<file path="src/rtl/branch_predictor_pkg.sv">
// Shared fetch-side definitions: instruction/PC widths, reset PC, 2-bit counter encodings.
// Latency: n/a (types and constants only).
// Backpressure: n/a.
package branch_predictor_pkg;

    // Instruction-type widths used across the fetch path.
    localparam int INST_W = 32;
    localparam int PC_W   = 32;

    // Default fetch address after reset.
    localparam logic [PC_W-1:0] RESET_PC_DEF = 32'h1c00_0000;

    // 2-bit saturating direction counter.
    localparam int CNT_W = 2;

    typedef enum logic [CNT_W-1:0] {
        CNT_SNT = 2'd0,   // strong not-taken
        CNT_WNT = 2'd1,   // weak not-taken
        CNT_WT  = 2'd2,   // weak taken
        CNT_ST  = 2'd3    // strong taken
    } cnt_e;

endpackage

</file>
<file path="src/rtl/branch_predictor_sat_counter2.sv">
// 2-bit saturating counter next-state: +1 on taken (sat at 3), -1 on not-taken (sat at 0).
// Latency: combinational.
// Backpressure: none.
// Ports: i_count - current counter, i_taken - resolved direction, o_count - next counter.
module sat_counter2
    import branch_predictor_pkg::*;
(
    input  logic [CNT_W-1:0] i_count,
    input  logic             i_taken,
    output logic [CNT_W-1:0] o_count
);

    always_comb begin
        o_count = i_count;
        if (i_taken) begin
            if (i_count != CNT_ST) o_count = i_count + 2'd1;
        end else begin
            if (i_count != CNT_SNT) o_count = i_count - 2'd1;
        end
    end

endmodule

</file>
<file path="src/rtl/branch_predictor.sv">
// Fetch PC generator with a direct-mapped flop BTB and 2-bit direction counters.
// Latency: pred_PC combinational from fetch_PC; redirects and table updates take effect next cycle.
// Backpressure: stall holds fetch_PC only; redirects and table updates are never blocked.
// Ports: clk/reset (sync, active-high); stall; br_* resolved-branch feedback;
//        fetch_PC current fetch address; pred_PC predicted successor of fetch_PC.
module branch_predictor
    import branch_predictor_pkg::*;
#(
    parameter int               BTB_ENTRIES = 16,
    parameter logic [PC_W-1:0]  RESET_PC    = RESET_PC_DEF
)(
    input  logic            clk,
    input  logic            reset,
    input  logic            stall,
    input  logic            br_valid,
    input  logic [31:0]     br_inst_PC,
    input  logic            br_is_branch,
    input  logic [31:0]     br_next_PC,
    input  logic            br_cancel,
    output logic [31:0]     fetch_PC,
    output logic [31:0]     pred_PC
);

    localparam int IDX   = $clog2(BTB_ENTRIES);
    localparam int TAG_W = 32 - IDX - 2;

    // Table storage; valid and counter are reset, tag and target are not.
    logic             r_valid  [BTB_ENTRIES];
    logic [TAG_W-1:0] r_tag    [BTB_ENTRIES];
    logic [31:0]      r_target [BTB_ENTRIES];
    logic [CNT_W-1:0] r_cnt    [BTB_ENTRIES];

    logic [31:0]      r_fetch_pc;

    // Lookup side
    logic [IDX-1:0]   w_lk_idx;
    logic [TAG_W-1:0] w_lk_tag;
    logic             w_lk_hit;
    logic [31:0]      w_seq_pc;

    // Update side
    logic [IDX-1:0]   w_up_idx;
    logic [TAG_W-1:0] w_up_tag;
    logic             w_up_hit;
    logic             w_up_en;
    logic             w_actual_taken;
    logic [CNT_W-1:0] w_cnt_next;
    logic [31:0]      w_fetch_next;

    assign fetch_PC = r_fetch_pc;

    assign w_lk_idx = r_fetch_pc[IDX+1:2];
    assign w_lk_tag = r_fetch_pc[31:IDX+2];
    assign w_lk_hit = r_valid[w_lk_idx] && (r_tag[w_lk_idx] == w_lk_tag);
    assign w_seq_pc = r_fetch_pc + 32'd4;

    // Reads the registered table, so a same-cycle update to this index is not seen yet.
    assign pred_PC = (w_lk_hit && r_cnt[w_lk_idx][1]) ? r_target[w_lk_idx] : w_seq_pc;

    assign w_up_idx       = br_inst_PC[IDX+1:2];
    assign w_up_tag       = br_inst_PC[31:IDX+2];
    assign w_up_hit       = r_valid[w_up_idx] && (r_tag[w_up_idx] == w_up_tag);
    assign w_up_en        = br_valid && br_is_branch;
    // Any successor other than the fall-through counts as taken (covers jumps too).
    assign w_actual_taken = (br_next_PC != (br_inst_PC + 32'd4));

    sat_counter2 u_sat_counter2 (
        .i_count (r_cnt[w_up_idx]),
        .i_taken (w_actual_taken),
        .o_count (w_cnt_next)
    );

    // Redirect wins over stall; cancel is honoured for non-branch instructions too.
    always_comb begin
        w_fetch_next = pred_PC;
        if (br_valid && br_cancel) begin
            w_fetch_next = br_next_PC;
        end else if (stall) begin
            w_fetch_next = r_fetch_pc;
        end
    end

    always_ff @(posedge clk) begin
        if (reset) begin
            r_fetch_pc <= RESET_PC;
            for (int i = 0; i < BTB_ENTRIES; i++) begin
                r_valid[i] <= 1'b0;
                r_cnt[i]   <= CNT_SNT;
            end
        end else begin
            r_fetch_pc <= w_fetch_next;
            if (w_up_en) begin
                if (w_up_hit) begin
                    r_cnt[w_up_idx] <= w_cnt_next;
                    if (w_actual_taken) r_target[w_up_idx] <= br_next_PC;
                end else if (w_actual_taken) begin
                    // Allocation on a taken miss evicts whatever aliased here.
                    r_valid[w_up_idx]  <= 1'b1;
                    r_tag[w_up_idx]    <= w_up_tag;
                    r_target[w_up_idx] <= br_next_PC;
                    r_cnt[w_up_idx]    <= CNT_WT;
                end
            end
        end
    end

endmodule

</file>
<file path="config.mk">
export PLATFORM = sky130hd
export DESIGN_NAME = branch_predictor
export DESIGN_NICKNAME = d
export VERILOG_FILES = /design/src/rtl/branch_predictor_pkg.sv /design/src/rtl/branch_predictor_sat_counter2.sv /design/src/rtl/branch_predictor.sv
export SDC_FILE = /design/constraint.sdc
export NUM_CORES = 1
export LEC_CHECK = 0
export CAP_MARGIN = 20
export CORE_ASPECT_RATIO = 1.75
export CORE_MARGIN = 10
export CORE_UTILIZATION = 25
export DETAILED_ROUTE_END_ITERATION = 10
export DONT_BUFFER_PORTS = 1
export SLEW_MARGIN = 20
export SYNTH_ARGS = -nofsm -noshare
export SYNTH_HDL_FRONTEND = slang
export SYNTH_SLANG_ARGS = --single-unit
</file>
<file path="constraint.sdc">
create_clock -name clk -period 5.5 [get_ports clk]
set_input_delay 0 -clock clk [delete_from_list [all_inputs] [get_ports clk]]
set_output_delay 0 -clock clk [all_outputs]
set_load 0.05 [all_outputs]
</file>
Yosys cells after proc, flatten, opt, wreduce, memory -nomap -nowiden
Memory sizes are Yosys's and may differ from the RTL's. A register that Yosys moved wholly into a read port is not among the register bits.
Cells that the tools add are included.

word-level totals
  bits of input ports = 70
  RAM bits = 976
  flip-flop bits (word level) = 32
  memories = 4
  output and inout bits = 64
  word-level logic and storage cells = 61

operators by class
  equality and inequality tests = 5
  mux-type cells = 37
  bitwise logic cells = 2
  reduce and logical (&&, ||, !) cells = 8
  $add $sub $neg = 4

memories
  memory    words  bits a word  rd ports  clocked after Yosys merged registers in  write ports  RTL line                text
  r_target  16     32           1         1                                        1            branch_predictor.sv:30  logic [31:0] r_target [BTB_ENTRIES];
  r_tag     16     26           2         1                                        1            branch_predictor.sv:29  logic [TAG_W-1:0] r_tag [BTB_ENTRIES];
  r_cnt     16     2            2         1                                        16           branch_predictor.sv:31  logic [CNT_W-1:0] r_cnt [BTB_ENTRIES];
  r_valid   16     1            2         1                                        16           branch_predictor.sv:28  logic r_valid [BTB_ENTRIES];

operator list
  operator                                                             number
  32-bit two-way mux                                                   4
  32-bit by 3-bit adder with 32-bit output (second input constant)     2
  26-bit == test                                                       2
  4-bit two-way mux                                                    10
  32-bit != test                                                       1
  1-bit two-way mux                                                    18
  2-bit two-way mux                                                    5
  1-bit logical AND                                                    5
  2-bit by 1-bit adder with 2-bit output (second input constant)       1
  2-bit by 1-bit != test with 1-bit output (second input constant)     1
  2-bit != test (second input constant)                                1
  1-bit bitwise OR                                                     2
  2-bit nonzero test                                                   1
  2-bit OR reduction                                                   1
  2-bit by 1-bit subtractor with 2-bit output (second input constant)  1
  1-bit OR reduction                                                   1

Longest topological paths before layout
  depth after elaboration = 10
  gate-level depth with buffers = 18

Modules after synthesis
From an unflattened synthesis, not the netlist that was laid out.

second synthesis, totals
  cell total of the unflattened synthesis = 2426
  area total of the unflattened synthesis = 45478.6 um^2

modules (own cells, without submodules)
  module            seq. area each (um^2)  area each (um^2)  cells each  instances
  branch_predictor  29868.6                45452.3           2423        1
  sat_counter2      0.0                    26.3              3           1

Worst setup path before layout
OpenSTA, ideal clock, no wires.

  kind = input -> register
  from = input br_inst_PC[2]
  to = memory r_target[7][0] (enable)
  buffers on the path = 6
  arrival = 4.191 ns
  setup slack = 0.884 ns
  required time = 5.075 ns
  stages on the path = 17
  cell sequence = buf_2 > buf_4 > buf_2 > buf_4 > buf_2 > inv_1 > ha_1 > xor2_1 > nor4_1 > o211ai_1 > nor4_1 > nand4_1 > nor4_1 > nand4_1 > and2_1 > clkbuf_1 > nor2b_1

between the ends
  word-level cells in the longest chain between the ends = 8

ends and longest elaborated chain
  what                                                                                        RTL line                                                                text
  from (decl)                                                                                 branch_predictor.sv:16                                                  input logic [31:0] br_inst_PC,
  32-bit by 3-bit adder with 32-bit output / memory read 16 x 26 bit (equally long branches)  --
  32-bit != test / 26-bit == test (equally long branches)                                     branch_predictor.sv:65, branch_predictor.sv:62
  1-bit two-way mux / 1-bit logical AND (equally long branches)                               branch_predictor.sv:95, branch_predictor.sv:96, branch_predictor.sv:62
  1-bit two-way mux                                                                           branch_predictor.sv:93                                                  if (w_up_hit) begin
  1-bit two-way mux                                                                           branch_predictor.sv:92                                                  if (w_up_en) begin
  1-bit two-way mux                                                                           branch_predictor.sv:84                                                  if (reset) begin
  1-bit two-way mux, on equally long branches                                                 branch_predictor.sv:95, branch_predictor.sv:100
  1-bit bitwise OR (no line)                                                                  --
  to (decl)                                                                                   branch_predictor.sv:30

Several ways; a longest one is shown, not always the timed one.

==> results.py <==
metrics = {
    "worst_hold_path": {
        "hp-class": "input pin to flop",
        "min_from": "br_inst_PC[2]",
        "whs_path_depth": 3,
        "min_delay_worst_endpoint": "r_valid[13]",
    },
    "placement": {
        "dp_hpwl_um": 95690,
        "place_ws_ns": 0.6625,
        "io_buffer_count": 0,
        "dpl_cell_area_um2": 48580,
        "gp_congestion": 0.8691,
    },
    "clock_network": {
        "htree_levels": 3,
        "clock_latency_ns": 0.72,
        "post_cts_buffers": 0,
        "cts_tree": "yes",
        "clkSlewWorstSetupHoldPaths_ns": 0.07,
        "ctsLongestPathBuffers": 3,
        "cts_root_buffer": "clkbuf_16",
        "clock-sinks": 1012,
        "cts-buffers-inserted": 87,
    },
    "die": {
        "dieHeight_um": 581.9,
        "die_w_um": 341.1,
        "core_um2": 179700,
        "dieArea_um2": 198500,
        "initial_utilization_pct": 25.11,
        "fp-row-count": 206,
        "io_pins": 134,
    },
    "run": {
        "cap_violations": 0,
    },
    "drt": {
        "first_iter_violations": 2627,
        "wire_per_inst_um": 29.98,
        "ant_nets": 0,
        "via_per_inst": 5.132,
        "drc": 0,
        "first_pass_iters": 5,
        "finalWirelength_um": 149400,
        "via_count": 25580,
    },
    "sta": {
        "report.final.slew_viol_count": 0,
        "clock_skew_ns": 0.03902,
        "setup_viol": 0,
        "fmax_ghz": 0.1893,
        "tightest_slew_ns": 1.130,
        "hold_ws_ns": -0.01265,
        "fin_crit_ns": 5.282,
        "final.setup.tns_ns": 0,
        "fin_crit_sh_pct": 96.03,
        "rsz0062_at_grt": "false",
        "max-slew-margin-rel_pct": 24.49,
        "hold_viol": 1,
        "worst_slack_ns": 0.2183,
    },
    "grt": {
        "grt.total_usage_pct": 14.68,
        "grt_max_degree": 123,
        "grt_pass1_vias": 26570,
        "grt_pass1_wl_um": 209100,
        "antenna_found_initial": 21,
        "globalRouteOverflowTotal": 0,
    },
    "finish": {
        "post_route_cells_drive_above_1_share_pct": 28.32,
        "final_nets": 2585,
        "syn_to_final_growth_pct": 15.88,
        "layout_commonest_cell": "edfxtp_1",
        "finalInstanceArea_um2": 52270,
        "mostFrequentLayoutCells": "edfxtp_1 (960), mux4_2 (380), buf_4 (97)",
        "final_core_util_pct": 29.10,
    },
    "logic_synthesis": {
        "ys_types": 71,
        "synth_edf_count": 960,
        "synth_top_cell_by_area": "edfxtp_1",
        "synth_cells": 2395,
        "synth-async-reset-ratio_pct": 0,
        "syn_area_per_cell_um2": 18.83,
        "syn_area_um2": 45110,
        "ys_seq_elements": 1012,
        "yosysTopAreaCellShare_pct": 63.91,
        "ys_seq_area_share_pct": 66.21,
        "synthTopCellsByArea": "edfxtp_1 (64%), mux4_2 (19%), dfxtp_1 (2.3%)",
        "synth_fp_nets": 2470,
        "ys.flop_type": "edfxtp_1",
        "ys_warn_count": 0,
    },
    "critical_path": {
        "critPathRequiredTime_ns": 5.50,
        "start_kind": "flop",
        "worstRegToRegCells": 11,
        "r2r_slack_ns": 0.29,
        "worstPathMaxFanout": 32,
        "r2r-end": "fetch_PC[1]",
        "critical_path_arrival_ns": 5.28,
        "crit_path_end_kind": "output port",
        "critPathKind": "flop to output port",
    },
    "pwr": {
        "p_leak_nw": 15.97,
        "power_density_nw_per_um2": 316.3,
        "irDropWorstVdd_mv": 0.2912,
    },
    "status": {
        "status": "finished with violations",
        "violations": "hold timing",
    },
}
stage by stage:
step | power (mW) | hold WS (ns) | cells
after floorplan | 9.820 | 0.09887 | 2395
after global placement | 10.24 | 0.08985 | 4728
after detailed placement | 10.25 | 0.09349 | 4736
final | 16.53 | -0.01265 | 4985
after CTS | 16.63 | 0.003181 | 4972
after global routing | 16.99 | 0.01468 | 4976
worst max path at each step:
stage	start	cells after the start	end	slack [ns]
2_1_floorplan	br_inst_PC[2]	17	r_target[7][0]	0.88
3_3_place_gp	flop	11	fetch_PC[1]	0.59
3_5_place_dp	flop	11	fetch_PC[1]	0.66
4_1_cts	flop	12	fetch_PC[1]	0.12
5_1_grt	flop	11	pred_PC[31]	0.08
6_report	flop	10	pred_PC[31]	0.22
layer usage:
| layer | part of all wire [%] | vias up | GRT usage [%] |
|---|---|---|---|
| met5 | 0.039 | - | 0 |
| met4 | 4.9 | 8 | 6.992 |
| met3 | 8.6 | 268 | 3.543 |
| met2 | 51 | 1237 | 25.62 |
| met1 | 36 | 13780 | 16.74 |
| li1 | - | 10290 | - |
power by group:
group / internal (mW) / switching, mW / leakage (nW) / total [mW]
Combinational: 0.706 / 0.943 / 5.49 / 1.65
Clock: 3.30 / 2.98 / 1.37 / 6.27
Sequential: 8.50 / 0.113 / 9.11 / 8.61
Total: 12.5 / 4.03 / 16.0 / 16.5
Yosys cell counts (all sizes together) (7+ instances only):
cell type,n
edfxtp,960
mux4,382
clkbuf,93
mux2i,89
nand2,77
nor3,73
xnor2,73
buf,72
nor2,58
dfxtp,52
nand3,42
mux2,38
o21ai,36
xor2,31
and3,30
a21o,27
nand4,26
a31o,25
a21oi,17
inv,17
o2bb2ai,16
a221oi,15
a221o,14
nor4,14
nand2b,10
and2,9
nor2b,8
or3,7
worst max-delay path: stages, from the launching register on:
cell	delay, ns
dfxtp_4	0.74
buf_12	0.31
mux2i_1	0.16
a221o_1	0.50
o21ai_0	0.79
o32ai_1	0.23
or4_4	0.56
nor3_4	0.28
buf_12	0.27
mux2_2	0.41
buf_4	0.21
cell families (layout without fill, tap and decap cells):
family	count (synthesis)	after routing	synth area share (%)
DFF	1012	1012	66.21
muxes	509	509	22.01
and+or+nand+nor	382	382	4.385
AOI/OAI and AO/OA	200	200	3.362
buffers and inverters	183	369	1.869
xor gates and xnor gates	104	104	2.019
adders and majority gates	5	5	0.1387
other	0	12	0
layout make-up:
cell class / count / area (um^2)
multi-input cells: 1200 / 14560
well taps: 2392 / 2993
diodes: 12 / 30.03
clock buffers: 113 / 2379
flip-flops and latches: 1012 / 29880
clock inverters: 47 / 474.2
inverters: 18 / 70.07
fillers: 17690 / 127400
repair buffers: 191 / 1884
registers in the layout (all words and copies together), names as in the netlist, named ones only:
register	flops
r_target	512
fetch_PC	32
r_cnt	32
r_tag	416
r_valid	16
timing repair:
action | CTS | global route
endpoints found under the hold margin | 1051 | 0
gates resized for setup | 0 | 1
endpoints found under the setup margin | 0 | 2
hold buffers | 76 | 0
No activity file was read; power rests on OpenSTA's default activity.
